--- config.mk ---
export PLATFORM = sky130hd
export DESIGN_NAME = seven_segment_reader
export DESIGN_NICKNAME = d
export VERILOG_FILES = /design/src/rtl/seven_segment_reader.sv
export SDC_FILE = /design/constraint.sdc
export NUM_CORES = 1
export LEC_CHECK = 0
export BUFFER_PORTS_ARGS = -buffer_cell sky130_fd_sc_hd__buf_2
export CAP_MARGIN = 10
export CORE_UTILIZATION = 50
export CTS_CLUSTER_SIZE = 8
export DETAILED_ROUTE_END_ITERATION = 10
export GPL_TIMING_DRIVEN = 0
export HOLD_SLACK_MARGIN = 0.08
export PLACE_DENSITY = 0.79
export SYNTH_ARGS = -nofsm -noshare
export SYNTH_HDL_FRONTEND = slang
export SYNTH_SLANG_ARGS = --single-unit
--- constraint.sdc ---
create_clock -name clock -period 4.8 [get_ports clock]
set_input_delay 0.72 -clock clock [delete_from_list [all_inputs] [get_ports clock]]
set_output_delay 0.72 -clock clock [all_outputs]
set_load 0.01 [all_outputs]
--- src/rtl/seven_segment_reader.sv ---
// seven_segment_reader: recovers hex digits and decimal points from a
// time-multiplexed 7-segment bus, committing a digit once its pair is stable.
module seven_segment_reader #(
  parameter int DIGITS        = 4,
  parameter int STABLE_CYCLES = 3,
  localparam int EW = (DIGITS > 1) ? $clog2(DIGITS) : 1,
  localparam int CW = $clog2(STABLE_CYCLES + 1)
) (
  input  logic                  clock,
  input  logic                  reset,
  input  logic [7:0]            seg_in,
  input  logic [DIGITS-1:0]     digit_sel,
  output logic [4*DIGITS-1:0]   digit_value,
  output logic [DIGITS-1:0]     digit_dp,
  output logic [DIGITS-1:0]     digit_valid,
  output logic                  update_pulse,
  output logic                  error_pulse,
  output logic [EW-1:0]         error_digit
);

  typedef enum logic [1:0] {
    IDLE   = 2'd0,
    COUNT  = 2'd1,
    LOCKED = 2'd2
  } state_t;

  state_t              r_state;
  logic [CW-1:0]       r_cnt;
  logic [7:0]          r_s_seg;
  logic [DIGITS-1:0]   r_s_sel;
  logic [7:0]          r_ref_seg;
  logic [DIGITS-1:0]   r_ref_sel;
  logic [4*DIGITS-1:0] r_value;
  logic [DIGITS-1:0]   r_dp;
  logic [DIGITS-1:0]   r_valid;
  logic                r_upd;
  logic                r_err;
  logic [EW-1:0]       r_err_digit;

  logic                w_onehot;
  logic                w_same;
  logic [EW-1:0]       w_idx;
  logic [3:0]          w_nib;
  logic                w_legal;
  logic                w_blank;

  // Sample the bus every cycle; the previous sample is the stability reference.
  always_ff @(posedge clock) begin
    if (reset) begin
      r_s_seg   <= '0;
      r_s_sel   <= '0;
      r_ref_seg <= '0;
      r_ref_sel <= '0;
    end else begin
      r_s_seg   <= seg_in;
      r_s_sel   <= digit_sel;
      r_ref_seg <= r_s_seg;
      r_ref_sel <= r_s_sel;
    end
  end

  // Select qualification, stability compare and digit index.
  always_comb begin
    w_onehot = (r_s_sel != '0) &&
               ((r_s_sel & (r_s_sel - DIGITS'(1))) == '0);
    w_same   = (r_s_sel == r_ref_sel) && (r_s_seg == r_ref_seg);
    w_idx    = '0;
    for (int i = 0; i < DIGITS; i++) begin
      if (r_s_sel[i]) w_idx = EW'(i);
    end
  end

  // Segment pattern to nibble; anything unlisted and non-blank is illegal.
  always_comb begin
    w_nib   = 4'h0;
    w_legal = 1'b1;
    w_blank = (r_s_seg[6:0] == 7'h00);
    case (r_s_seg[6:0])
      7'h3F: w_nib = 4'h0;
      7'h06: w_nib = 4'h1;
      7'h5B: w_nib = 4'h2;
      7'h4F: w_nib = 4'h3;
      7'h66: w_nib = 4'h4;
      7'h6D: w_nib = 4'h5;
      7'h7D: w_nib = 4'h6;
      7'h07: w_nib = 4'h7;
      7'h7F: w_nib = 4'h8;
      7'h6F: w_nib = 4'h9;
      7'h77: w_nib = 4'hA;
      7'h7C: w_nib = 4'hB;
      7'h39: w_nib = 4'hC;
      7'h5E: w_nib = 4'hD;
      7'h79: w_nib = 4'hE;
      7'h71: w_nib = 4'hF;
      default: w_legal = 1'b0;
    endcase
  end

  // Stability FSM with registered commit outputs.
  always_ff @(posedge clock) begin
    if (reset) begin
      r_state     <= IDLE;
      r_cnt       <= '0;
      r_value     <= '0;
      r_dp        <= '0;
      r_valid     <= '0;
      r_upd       <= 1'b0;
      r_err       <= 1'b0;
      r_err_digit <= '0;
    end else begin
      r_upd <= 1'b0;
      r_err <= 1'b0;
      if (!w_onehot) begin
        r_state <= IDLE;
        r_cnt   <= '0;
      end else begin
        case (r_state)
          IDLE: begin
            r_state <= COUNT;
            r_cnt   <= CW'(1);
          end
          COUNT: begin
            if (!w_same) begin
              r_cnt <= CW'(1);
            end else if (r_cnt == CW'(STABLE_CYCLES - 1)) begin
              r_cnt   <= CW'(STABLE_CYCLES);
              r_state <= LOCKED;
              if (w_blank) begin
                r_valid[w_idx] <= 1'b0;
                r_dp[w_idx]    <= r_s_seg[7];
              end else if (w_legal) begin
                r_value[{w_idx, 2'b00} +: 4] <= w_nib;
                r_dp[w_idx]    <= r_s_seg[7];
                r_valid[w_idx] <= 1'b1;
                r_upd          <= 1'b1;
              end else begin
                r_valid[w_idx] <= 1'b0;
                r_err          <= 1'b1;
                r_err_digit    <= w_idx;
              end
            end else begin
              r_cnt <= r_cnt + CW'(1);
            end
          end
          LOCKED: begin
            if (!w_same) begin
              r_state <= COUNT;
              r_cnt   <= CW'(1);
            end
          end
          default: begin
            r_state <= IDLE;
            r_cnt   <= '0;
          end
        endcase
      end
    end
  end

  assign digit_value  = r_value;
  assign digit_dp     = r_dp;
  assign digit_valid  = r_valid;
  assign update_pulse = r_upd;
  assign error_pulse  = r_err;
  assign error_digit  = r_err_digit;

endmodule

# --- After elaboration in Yosys (flattened, before gate mapping) ---
# Cells that the tools add are included.
word_totals:
  register_bits: 56
  inputBits: 14
  out_inout_bits: 28
  word_cells: 91
classes:
  add_sub_neg: 3
  magnitude_cmp: 2
  eq_ne: 24
  shifts: 2
  muxes: 22
  bitwise: 10
  n_reduce_logical: 16
op_table:
  columns: ["op", "count"]
  rows:
  - ["== test 7 bit (second input constant)", 12]
  - ["case mux 4 bit (15 select lines)", 1]
  - ["bitwise mux 16 bit", 1]
  - ["2-to-1 mux 4 bit", 4]
  - ["OR reduction 16 bit", 1]
  - ["variable shift 4 x 6 -> 16 bit (first input constant)", 1]
  - ["variable part select 4 x 6 -> 16 bit", 1]
  - ["== test 7 x 3 -> 1 bit (second input constant)", 2]
  - ["== test 7 x 6 -> 1 bit (second input constant)", 2]
  - ["2-to-1 mux 2 bit", 7]
  - ["case mux 2 bit (3 select lines)", 2]
  - ["AND reduction 6 bit", 2]
  - ["AND 4 bit", 2]
  - ["== test 8 bit", 1]
  - ["logical NOT 7 bit", 1]
  - ["inequality test 2 bit (second input constant)", 3]
  - ["negator 4 -> 6 bit", 1]
  - ["NOT 1 bit", 6]
  - ["OR reduction 6 bit", 1]
  - ["2-to-1 mux 1 bit", 5]
  - ["AND reduction 5 bit", 1]
  - ["bitwise mux 4 bit", 1]
  - ["== test 2 bit (second input constant)", 2]
  - ["== test 4 bit", 1]
  - ["16 further kinds", 18]

# --- Depth between registers and ports, before layout ---
# Gate-level depths: netlist (run 1).
depth:
  ltp_word: 11
  mapped_depth: 9
  ltp_nobuf: 7

# --- Worst setup path before layout (run 1) ---
# No wires, ideal clock.
synth_timing:
  path_type: "reg-to-reg"
  from: "reg r_s_sel[2]"
  to: "reg r_value[4] (netlist: digit_value[4])"
  setup_time_ns: 0.072
  arrival_ns: 1.905
  required_time_ns: 4.728
  setup_slack_ns: 2.823
  stages_incl_launch_ff: 7
  n_path_buf: 0
  synth_period_minus_slack_ns: 1.977
  path_cell_list: "dfxtp_1 inv_1 a21oi_1 ha_1 nor4_1 nand2_1 mux2i_1"
synth_between:
  elab_chain_len: 5
  elab_cells_between_ends: 14
  classes_between: "add/sub (2); eq/ne (1); shift (2); mux (3); bitwise (1); reduce/logical (5)"
synth_rtl:
  columns: ["element", "line_no", "text"]
  rows:
  - ["start: declaration", "30", "logic [DIGITS-1:0] r_s_sel;"]
  - ["start signal: assignment", "56", "r_s_sel <= digit_sel;"]
  - ["2-to-1 mux 2 bit / subtractor 4 x 1 -> 4 bit (equally long branches)", "69, 65", null]
  - ["2-to-1 mux 2 bit / AND 4 bit (equally long branches)", "69, 65", null]
  - ["negator 4 -> 6 bit / logical NOT 4 bit (equally long branches)", "132, 65", null]
  - ["variable part select 4 x 6 -> 16 bit, or another cell as far along", "132", "r_value[{w_idx, 2'b00} +: 4] <= w_nib;"]
  - ["bitwise mux 16 bit / AND reduction 6 bit (equally long branches)", null, null]
  - ["end signal: indexed assignment", "132", null]
  - ["end: declaration", "33", "logic [4*DIGITS-1:0] r_value;"]
# Several ways; a longest one is shown, not always the timed one.
# A chain may end at the register's enable or synchronous reset.

# --- Worst setup path after layout (run 1) ---
# Same ends and word-level chain as after synthesis.

==> qor.yml, run 1 <==
cts_tree: "built"
syn_to_final_growth_pct: 13.6
final_cell_mix: "dfxtp_1, buf_2, nand2_1"
syn_nets: 310
grt_max_degree: 17
start_util_pct: 53.2
cts.sinks: 56
avgRoutedWirePerCell_um: 13.6
dp_hpwl_mm: 4.02
crit_path_end_kind: "register"
clock_latency_ns: 0.31
grt_first_pass_wirelength_mm: 9.68
final_common_cell: "dfxtp_1"
worstHoldPathType: "reg2reg"
die_area_um2: 5880
pin_count: 42
grt_usage_pct: 20.4
htreeDepth: 2
die_h_um: 76.7
synth_cells: 287
max_freq_mhz: 401
ir_worst_vdd_uv: 139
min_delay_path_depth: 2
placementRows: 26
drc: 0
fin_worst_skew_ns: 0.00447
nFillCells: 469
synth.distinct_cells: 55
drtAntennaViolNets: 0
yosysWarnings: 0
crit_fanout: 9
fin_util_pct: 60.5
synth_edf_count: 0
postCtsResizedCells: 0
cp.required_ns: 5.04
fin_nets: 357
grt_pass1_vias: 2076
p_per_area_nw_per_um2: 266
max_cap_violations: 0
syn_area_per_cell_um2: 9.71
vias: 2155
leakagePower_uw: 0.00134
first_pass_iters: 4
clk_pin_slew_worst_paths_ns: 0.09
clockBufferDepth: 2
slew-limit-headroom_pct: 43.2
numPortBuffers: 40
antennaDiodeCount: 0
cts-buffers-inserted: 5
synth_seq_cells: 56
min_period_ns: 2.50
cts_hold_buf: 0
vias_per_cell: 5.32
setup_viol: 0
finalCritPeriodShare_pct: 52.0
hold_viol_final: 0
grt-ovfl-total: 0
synthArstFlopShare_pct: 0
final_layout_size_suffix_gt1_share_pct: 22.4
antenna_found_initial: 0
outcome: "completed"
reg2reg_depth: 6
cp-start-kind: "register"
power_uw: 842
clock-root-buffer: "clkbuf_8"
cts_post_setup_buffers_inserted: 0
cp_data_arrival_time_ns: 2.74
syn_area_um2: 2790
place_congestion: 0.834
drt_iter0_drc: 115
worstMarginPinSlew_ns: 0.853
synth_ff_type: "dfxtp_1"
core_um2: 5240
wirelength_mm: 5.52
die_w_um: 76.7
criticalPathCategory: "reg2reg"
setup_tns_ns: 0
ys_seq_area_share_pct: 40.2
rsz0062_at_grt: "false"
slew_viol_final: 0
-- sequential cells by signal (all words and copies together), names as in the netlist, named ones only --
signal	count
digit_dp	4
digit_value	16
error_digit	2
error_pulse	1
r_cnt	2
r_ref_seg	8
r_ref_sel	4
r_s_seg	8
r_s_sel	4
r_state	2
update_pulse	1
-- critical path, cell delays in order, from the launching register on --
cell and delay, ns:
dfxtp_1 0.43, inv_1 0.08, a21oi_1 0.69, ha_1 0.40
nor4_1 0.58, nand2_1 0.11, mux2i_1 0.14
-- worst paths after layout --
check,endpoint,slack [ns],startpoint
worst max-delay path,digit_value[4],2.30,r_s_sel[2]
worst min-delay path,digit_value[6],0.48,digit_value[6]
worst max register to register,digit_value[4],2.30,r_s_sel[2]
worst min register to register,digit_value[6],0.48,digit_value[6]
-- layout make-up --
cell class	instances	area [um^2]	area share, %
plain buffers	17	123	3.87
repair buffers	40	200	6.32
well taps	70	87.6	2.76
flip-flops and latches	56	1120	35.4
clock buffers	6	82.6	2.61
inverters	9	33.8	1.07
multi-input cells	205	1510	47.7
clock inverters	2	10.0	0.316
-- metal layers --
layer	track usage, %	wire (um)
met1	26.8	2600
met4	8.27	93
met3	2.86	207
met5	0	0
met2	33.7	2620
-- report_power, final --
part | leakage [uW] | total, uW | switching [uW] | internal, uW
Clock | 0.0000510 | 263 | 147 | 115
Combinational | 0.000834 | 95.0 | 55.8 | 39.2
Sequential | 0.000457 | 485 | 9.68 | 475
Total | 0.00134 | 842 | 213 | 630
-- metrics by stage --
stage	cells	worst slack (ns)	area [um^2]	hold slack [ns]
after detailed placement	397	2.32	3080	0.464
final	405	2.30	3170	0.476
after CTS	405	2.30	3170	0.481
after global routing	405	2.03	3170	0.509
after global placement	397	2.36	3080	0.456
after floorplan	287	2.82	2790	0.444
-- cell usage after synthesis (all sizes together), types with 2 or more instances --
cell,n,area [um^2]
o21ai,11,55.1
and3,7,43.8
nand2,22,82.6
a21oi,14,73.8
clkbuf,4,15.0
inv,9,33.8
ha,9,113
nand2b,18,113
nand4b,4,35.0
and4b,2,20.0
nor2b,20,125
nor4,6,65.1
or3,2,12.5
nand4,8,56.3
dfxtp,56,1120
o22ai,2,12.5
or4,2,15.0
and4bb,2,25.0
nor2,9,33.8
o211ai,2,15.0
a311oi,2,23.8
nand3,10,100
nor3,7,46.3
mux2i,17,170
nand3b,3,22.5
buf,13,108
xnor2,12,113
-- kinds of logic after synthesis --
kind of cell | after synthesis | synth area share, %
adder cells (fa/ha/maj) | 9 | 4.04
AND/OR/NAND/NOR | 127 | 30.2
multiplexers | 17 | 6.10
AO/OA/AOI/OAI | 39 | 9.52
XOR/XNOR | 13 | 4.35
flip-flops | 56 | 40.2
buffers and inverters | 26 | 5.61
Note: power is estimated with default switching activity, not from simulation.
==> run 2: changes to the inputs <==
--- a/config.mk
+++ b/config.mk
@@ -12,7 +12,7 @@
 export DETAILED_ROUTE_END_ITERATION = 10
 export GPL_TIMING_DRIVEN = 0
 export HOLD_SLACK_MARGIN = 0.08
-export PLACE_DENSITY = 0.79
+export PLACE_DENSITY = 0.82
 export SYNTH_ARGS = -nofsm -noshare
 export SYNTH_HDL_FRONTEND = slang
 export SYNTH_SLANG_ARGS = --single-unit
==> constraint.sdc (replaced) <==
create_clock -name clock -period 2.2 [get_ports clock]
set_input_delay 0.33 -clock clock [delete_from_list [all_inputs] [get_ports clock]]
set_output_delay 0.33 -clock clock [all_outputs]
set_load 0.01 [all_outputs]
==> qor.yml, run 2 (synthesis gave the netlist of run 1 again) <==
vias_per_cell: 5.36  # was 5.32
cp-start-kind: "register"  # unchanged
first_pass_iters: 4  # unchanged
power_frac_clock_pct: 31.8  # was 31.2%
switching_share_pct: 25.9  # was 25.2%
cts.sinks: 56  # unchanged
worstHoldPathType: "in2reg"  # was reg2reg
fin_nets: 360  # was 357
grt_pass1_vias: 1998  # was 2076
outcome: "completed"  # unchanged
worstHoldEndpoint: "r_s_sel[0]"  # was digit_value[6]
pin_count: 42  # unchanged
reg2reg_from: "r_s_seg[3]"  # was r_s_sel[2]
start_util_pct: 53.2  # unchanged
crit_path_end_kind: "register"  # unchanged
final_layout_size_suffix_gt1_share_pct: 26.3  # was 22.4%
min_period_ns: 2.09  # was 2.50 ns
comb_power_share_pct: 11.7  # was 11.3%
drtAntennaViolNets: 0  # unchanged
worstMarginPinSlew_ns: 0.569  # was 0.853 ns
largest_register_ff_count: 16  # unchanged
path_cells: "buf_4, nand2b_1, a32oi_2, o2111ai_4, buf_4, nor3_1, and3_1, nor3_1"  # was inv_1, a21oi_1, ha_1, nor4_1, nand2_1, mux2i_1
hp-start: "digit_sel[0]"  # was digit_value[6]
max_cap_violations: 0  # unchanged
clock-root-buffer: "clkbuf_8"  # unchanged
final_common_cell: "dfxtp_1"  # unchanged
min_delay_path_depth: 2  # unchanged
grt_usage_pct: 19.7  # was 20.4%
clockBufferDepth: 2  # unchanged
critPathMaxStageDelay_ns: 0.35  # was 0.69 ns
grt_max_degree: 18  # was 17
fin_worst_skew_ns: 0.0142  # was 0.00447 ns
die_h_um: 76.7  # unchanged
nFillCells: 448  # was 469
wirelength_mm: 5.46  # was 5.52 mm
cts_tree: "built"  # unchanged
cp.required_ns: 2.38  # was 5.04 ns
clk_pin_slew_worst_paths_ns: 0.10  # was 0.09 ns
antenna_found_initial: 0  # unchanged
htreeDepth: 2  # unchanged
p_int_uw: 1390  # was 630 uW
cts_hold_buf: 0  # unchanged
vias: 2188  # was 2155
slew_viol_final: 0  # unchanged
holdWs_ns: 0.221  # was 0.476 ns
dp_hpwl_mm: 4.00  # was 4.02 mm
core_um2: 5240  # unchanged
grt_first_pass_wirelength_mm: 9.25  # was 9.68 mm
fin_util_pct: 62.6  # was 60.5%
placementRows: 26  # unchanged
antennaDiodeCount: 0  # unchanged
cp_data_arrival_time_ns: 2.27  # was 2.74 ns
syn_to_final_growth_pct: 17.6  # was 13.6%
grt-ovfl-total: 0  # unchanged
avgRoutedWirePerCell_um: 13.4  # was 13.6 um
die_area_um2: 5880  # unchanged
cts-buffers-inserted: 5  # unchanged
crit_fanout: 10  # was 9
setup_viol: 0  # unchanged
power_uw: 1880  # was 842 uW
ir_worst_vdd_uv: 386  # was 139 uV
fin_ws_ns: 0.111  # was 2.30 ns
place_congestion: 0.834  # unchanged
max_freq_mhz: 479  # was 401 MHz
drc: 0  # unchanged
p_per_area_nw_per_um2: 572  # was 266 nW/um^2
clock_latency_ns: 0.32  # was 0.31 ns
slew-limit-headroom_pct: 62.1  # was 43.2%
hold_viol_final: 0  # unchanged
p_sw_uw: 486  # was 213 uW
cpMaxStageDelayCell: "dfxtp_2"  # was a21oi_1
reg2reg_depth: 8  # was 6
die_w_um: 76.7  # unchanged
reg2reg_slack_ns: 0.11  # was 2.30 ns
finalCritPeriodShare_pct: 95.0  # was 52.0%
post-place-ws_ns: -0.240  # was 2.32 ns
criticalPathCategory: "reg2reg"  # unchanged
cpLargestDelayFamily: "simple AND/OR/NAND/NOR gates"  # was compound AO/OA/AOI/OAI gates
numPortBuffers: 40  # unchanged
final_cell_mix: "dfxtp_1, buf_2, nand2_1"  # unchanged
timing.critical_path.buf_inv: 2  # was 1
leakagePower_uw: 0.00137  # was 0.00134 uW
pwr-share-seq_pct: 56.5  # was 57.6%
drt_iter0_drc: 117  # was 115
## run 2: changes by cell type in the layout (fill, tap and decap cells not counted), moves of 2 or more
cell     delta
buf_4       +5
buf_2       -4
dfxtp_1     -3
dfxtp_2     +3
and3_1      -2
nor4_1      -2
nor4_2      +2
## run 2: routing by layer
layer  wire length (um)  global-route usage [%]
met5                  0                       0
met4                 46                    6.92
met3                178                    4.88
met2               2680                    31.7
met1               2550                    25.5
## run 2: area by class of cell
class	instances	area (um^2)	share of cell area [%]
plain buffers	17	149	4.54
inverters	9	33.8	1.03
flip-flops and latches	56	1120	34.3
repair buffers	43	223	6.79
multi-input cells	205	1560	47.7
clock inverters	2	13.8	0.420
well taps	70	87.6	2.67
clock buffers	6	82.6	2.52
## run 2: power by group through the flow
| stage | Sequential (uW) | Clock, uW | Combinational (uW) |
|---|---|---|---|
| 3_3_place_gp | 1080 | 0 | 200 |
| 6_report | 1060 | 597 | 219 |
| 5_1_grt | 1060 | 658 | 240 |
| 2_1_floorplan | 1080 | 0 | 159 |
| 3_5_place_dp | 1080 | 0 | 204 |
| 4_1_cts | 1060 | 615 | 207 |
## run 2: through the flow
stage / area [um^2] / instances / setup TNS [ns]
6_report: 3280 / 408 / 0
4_1_cts: 3200 / 405 / -0.00801
3_5_place_dp: 3080 / 397 / -2.53
3_3_place_gp: 3080 / 397 / -2.11
5_1_grt: 3280 / 408 / -0.0535
2_1_floorplan: 2790 / 287 / 0
## run 2: worst max-delay path by stage
stage | to | start | slack, ns | cells past startpoint
final | register | r_s_seg[3] | 0.11 | 8
after global routing | digit_value[10] | r_s_sel[3] | -0.03 | 6
after CTS | digit_value[6] | r_s_sel[2] | -0.008 | 6
after detailed placement | digit_value[6] | r_s_sel[2] | -0.24 | 6
after global placement | digit_value[6] | r_s_sel[2] | -0.19 | 6
after floorplan | digit_value[4] | r_s_sel[2] | 0.22 | 6
## run 2: timing repair
item | CTS | global route
resized for setup | 4 | 21
endpoints found under the setup margin | 13 | 27
buffers inserted | 0 | 3
pin swaps | 0 | 6
==> run 3: changes to the inputs <==
--- a/config.mk
+++ b/config.mk
@@ -7,12 +7,14 @@
 export LEC_CHECK = 0
 export BUFFER_PORTS_ARGS = -buffer_cell sky130_fd_sc_hd__buf_2
 export CAP_MARGIN = 10
-export CORE_UTILIZATION = 50
+export CELL_PAD_IN_SITES_DETAIL_PLACEMENT = 1
+export CELL_PAD_IN_SITES_GLOBAL_PLACEMENT = 1
+export CORE_UTILIZATION = 39
 export CTS_CLUSTER_SIZE = 8
 export DETAILED_ROUTE_END_ITERATION = 10
 export GPL_TIMING_DRIVEN = 0
 export HOLD_SLACK_MARGIN = 0.08
-export PLACE_DENSITY = 0.82
+export PLACE_DENSITY = 0.83
 export SYNTH_ARGS = -nofsm -noshare
 export SYNTH_HDL_FRONTEND = slang
 export SYNTH_SLANG_ARGS = --single-unit
==> qor.yml, run 3 (synthesis gave the netlist of run 1 again) <==
cp.required_ns: 2.43  # was 2.38 ns
max_cap_violations: 0  # unchanged
hold_viol_final: 0  # unchanged
grt_max_degree: 16  # was 18
p_per_area_nw_per_um2: 556  # was 572 nW/um^2
die_area_um2: 7490  # was 5880 um^2
dp_hpwl_mm: 4.84  # was 4.00 mm
fin_nets: 362  # was 360
largest_register_ff_count: 16  # unchanged
cts-buffers-inserted: 5  # unchanged
cts.sinks: 56  # unchanged
wirelength_mm: 6.74  # was 5.46 mm
die_w_um: 86.5  # was 76.7 um
setup_viol: 0  # unchanged
fin_worst_skew_ns: 0.00688  # was 0.0142 ns
final_cell_mix: "dfxtp_1, buf_2, nand2_1"  # unchanged
syn_to_final_growth_pct: 18.6  # was 17.6%
htreeDepth: 2  # unchanged
slew_viol_final: 0  # unchanged
clock-root-buffer: "clkbuf_8"  # unchanged
numPortBuffers: 40  # unchanged
clock_latency_ns: 0.31  # was 0.32 ns
rsz0062_at_grt: "true"
slew-limit-headroom_pct: 59.8  # was 62.1%
cts_hold_buf: 0  # unchanged
first_pass_iters: 4  # unchanged
final_common_cell: "dfxtp_1"  # unchanged
placementRows: 30  # was 26
nFillCells: 832  # was 448
dp_cells: 423  # was 397
antenna_found_initial: 0  # unchanged
holdWs_ns: 0.222  # was 0.221 ns
vias: 2236  # was 2188
antennaDiodeCount: 0  # unchanged
leakagePower_uw: 0.00136  # was 0.00137 uW
start_util_pct: 40.8  # was 53.2%
drc: 0  # unchanged
ir_worst_vdd_uv: 316  # was 386 uV
grt_pass1_vias: 2312  # was 1998
drtAntennaViolNets: 0  # unchanged
cts_tree: "built"  # unchanged
cp-start-kind: "register"  # unchanged
layoutNonFillerInstCount: 435  # was 408
core_um2: 6830  # was 5240 um^2
place_congestion: 0.859  # was 0.834
min_period_ns: 2.13  # was 2.09 ns
crit_path_end_kind: "register"  # unchanged
criticalPathCategory: "reg2reg"  # unchanged
vias_per_cell: 5.14  # was 5.36
worstHoldPathType: "in2reg"  # unchanged
die_h_um: 86.5  # was 76.7 um
grt_first_pass_wirelength_mm: 11.1  # was 9.25 mm
pin_count: 42  # unchanged
clk_pin_slew_worst_paths_ns: 0.09  # was 0.10 ns
grt-ovfl-total: 0  # unchanged
worstMarginPinSlew_ns: 0.603  # was 0.569 ns
clockBufferDepth: 2  # unchanged
final_layout_size_suffix_gt1_share_pct: 27.1  # was 26.3%
finalCritPeriodShare_pct: 97.0  # was 95.0%
max_freq_mhz: 469  # was 479 MHz
grt_usage_pct: 18.8  # was 19.7%
drt_iter0_drc: 65  # was 117
avgRoutedWirePerCell_um: 15.5  # was 13.4 um
outcome: "completed"  # unchanged
crit_fanout: 9  # was 10
cp_data_arrival_time_ns: 2.37  # was 2.27 ns
==> run 3: layout make-up <==
type	count	area, um^2	share of cell area [%]
buffer	17	134	4.05
clock buffer	6	72.6	2.19
clock inverter	1	5.00	0.151
inverter	9	33.8	1.02
multi-input combinational	205	1580	47.8
sequential	56	1120	34.0
tap	96	120	3.63
timing repair buffer	45	238	7.19
==> run 3: power breakdown <==
group / switching, uW / internal, uW
registers: 23.1 / 1040
clock network: 328 / 218
logic: 135 / 96.0
==> run 3: worst paths after layout <==
path / start / end / slack, ns / cells after the start
hold / removal: seg_in[7] / r_s_seg[7] / 0.22 / 2
hold reg to reg: digit_value[6] / digit_value[6] / 0.48 / 2
setup reg to reg: r_s_sel[2] / digit_value[5] / 0.07 / 6
setup / recovery: r_s_sel[2] / digit_value[5] / 0.07 / 6
==> run 3: repair_timing <==
item	4_1_cts	5_1_grt
pin swaps	1	6
endpoints found under the setup margin	26	27
resized for setup	4	19
setup buffers	3	2
==> run 3: through the flow <==
stage               setup TNS, ns  setup WS (ns)  total power [uW]  instance area, um^2  util [%]
floorplan                       0          0.223              1230                 2790         -
global placement            -2.40         -0.210              1290                 3110      45.5
detailed placement          -3.09         -0.298              1290                 3110      45.5
CTS                        -0.526         -0.102              1850                 3230      47.3
global route              -0.0857        -0.0451              1920                 3310      48.4
finish                          0         0.0665              1840                 3310      48.4
==> run 3: per-layer routing <==
layer / part of all wire, % / global-route usage [%] / routed length, um
met1: 46 / 23.9 / 3130
met2: 49 / 32.8 / 3330
met3: 3.1 / 3.33 / 210
met4: 1.1 / 4.55 / 74
met5: 0 / 0 / 0
==> run 3: critical path, cell delays in order, from the launching register on <==
cell and delay, ns:
dfxtp_1 0.44, inv_1 0.12, a21oi_4 0.34, ha_1 0.36, nor4_2 0.45, nand2_1 0.16
mux2i_2 0.18
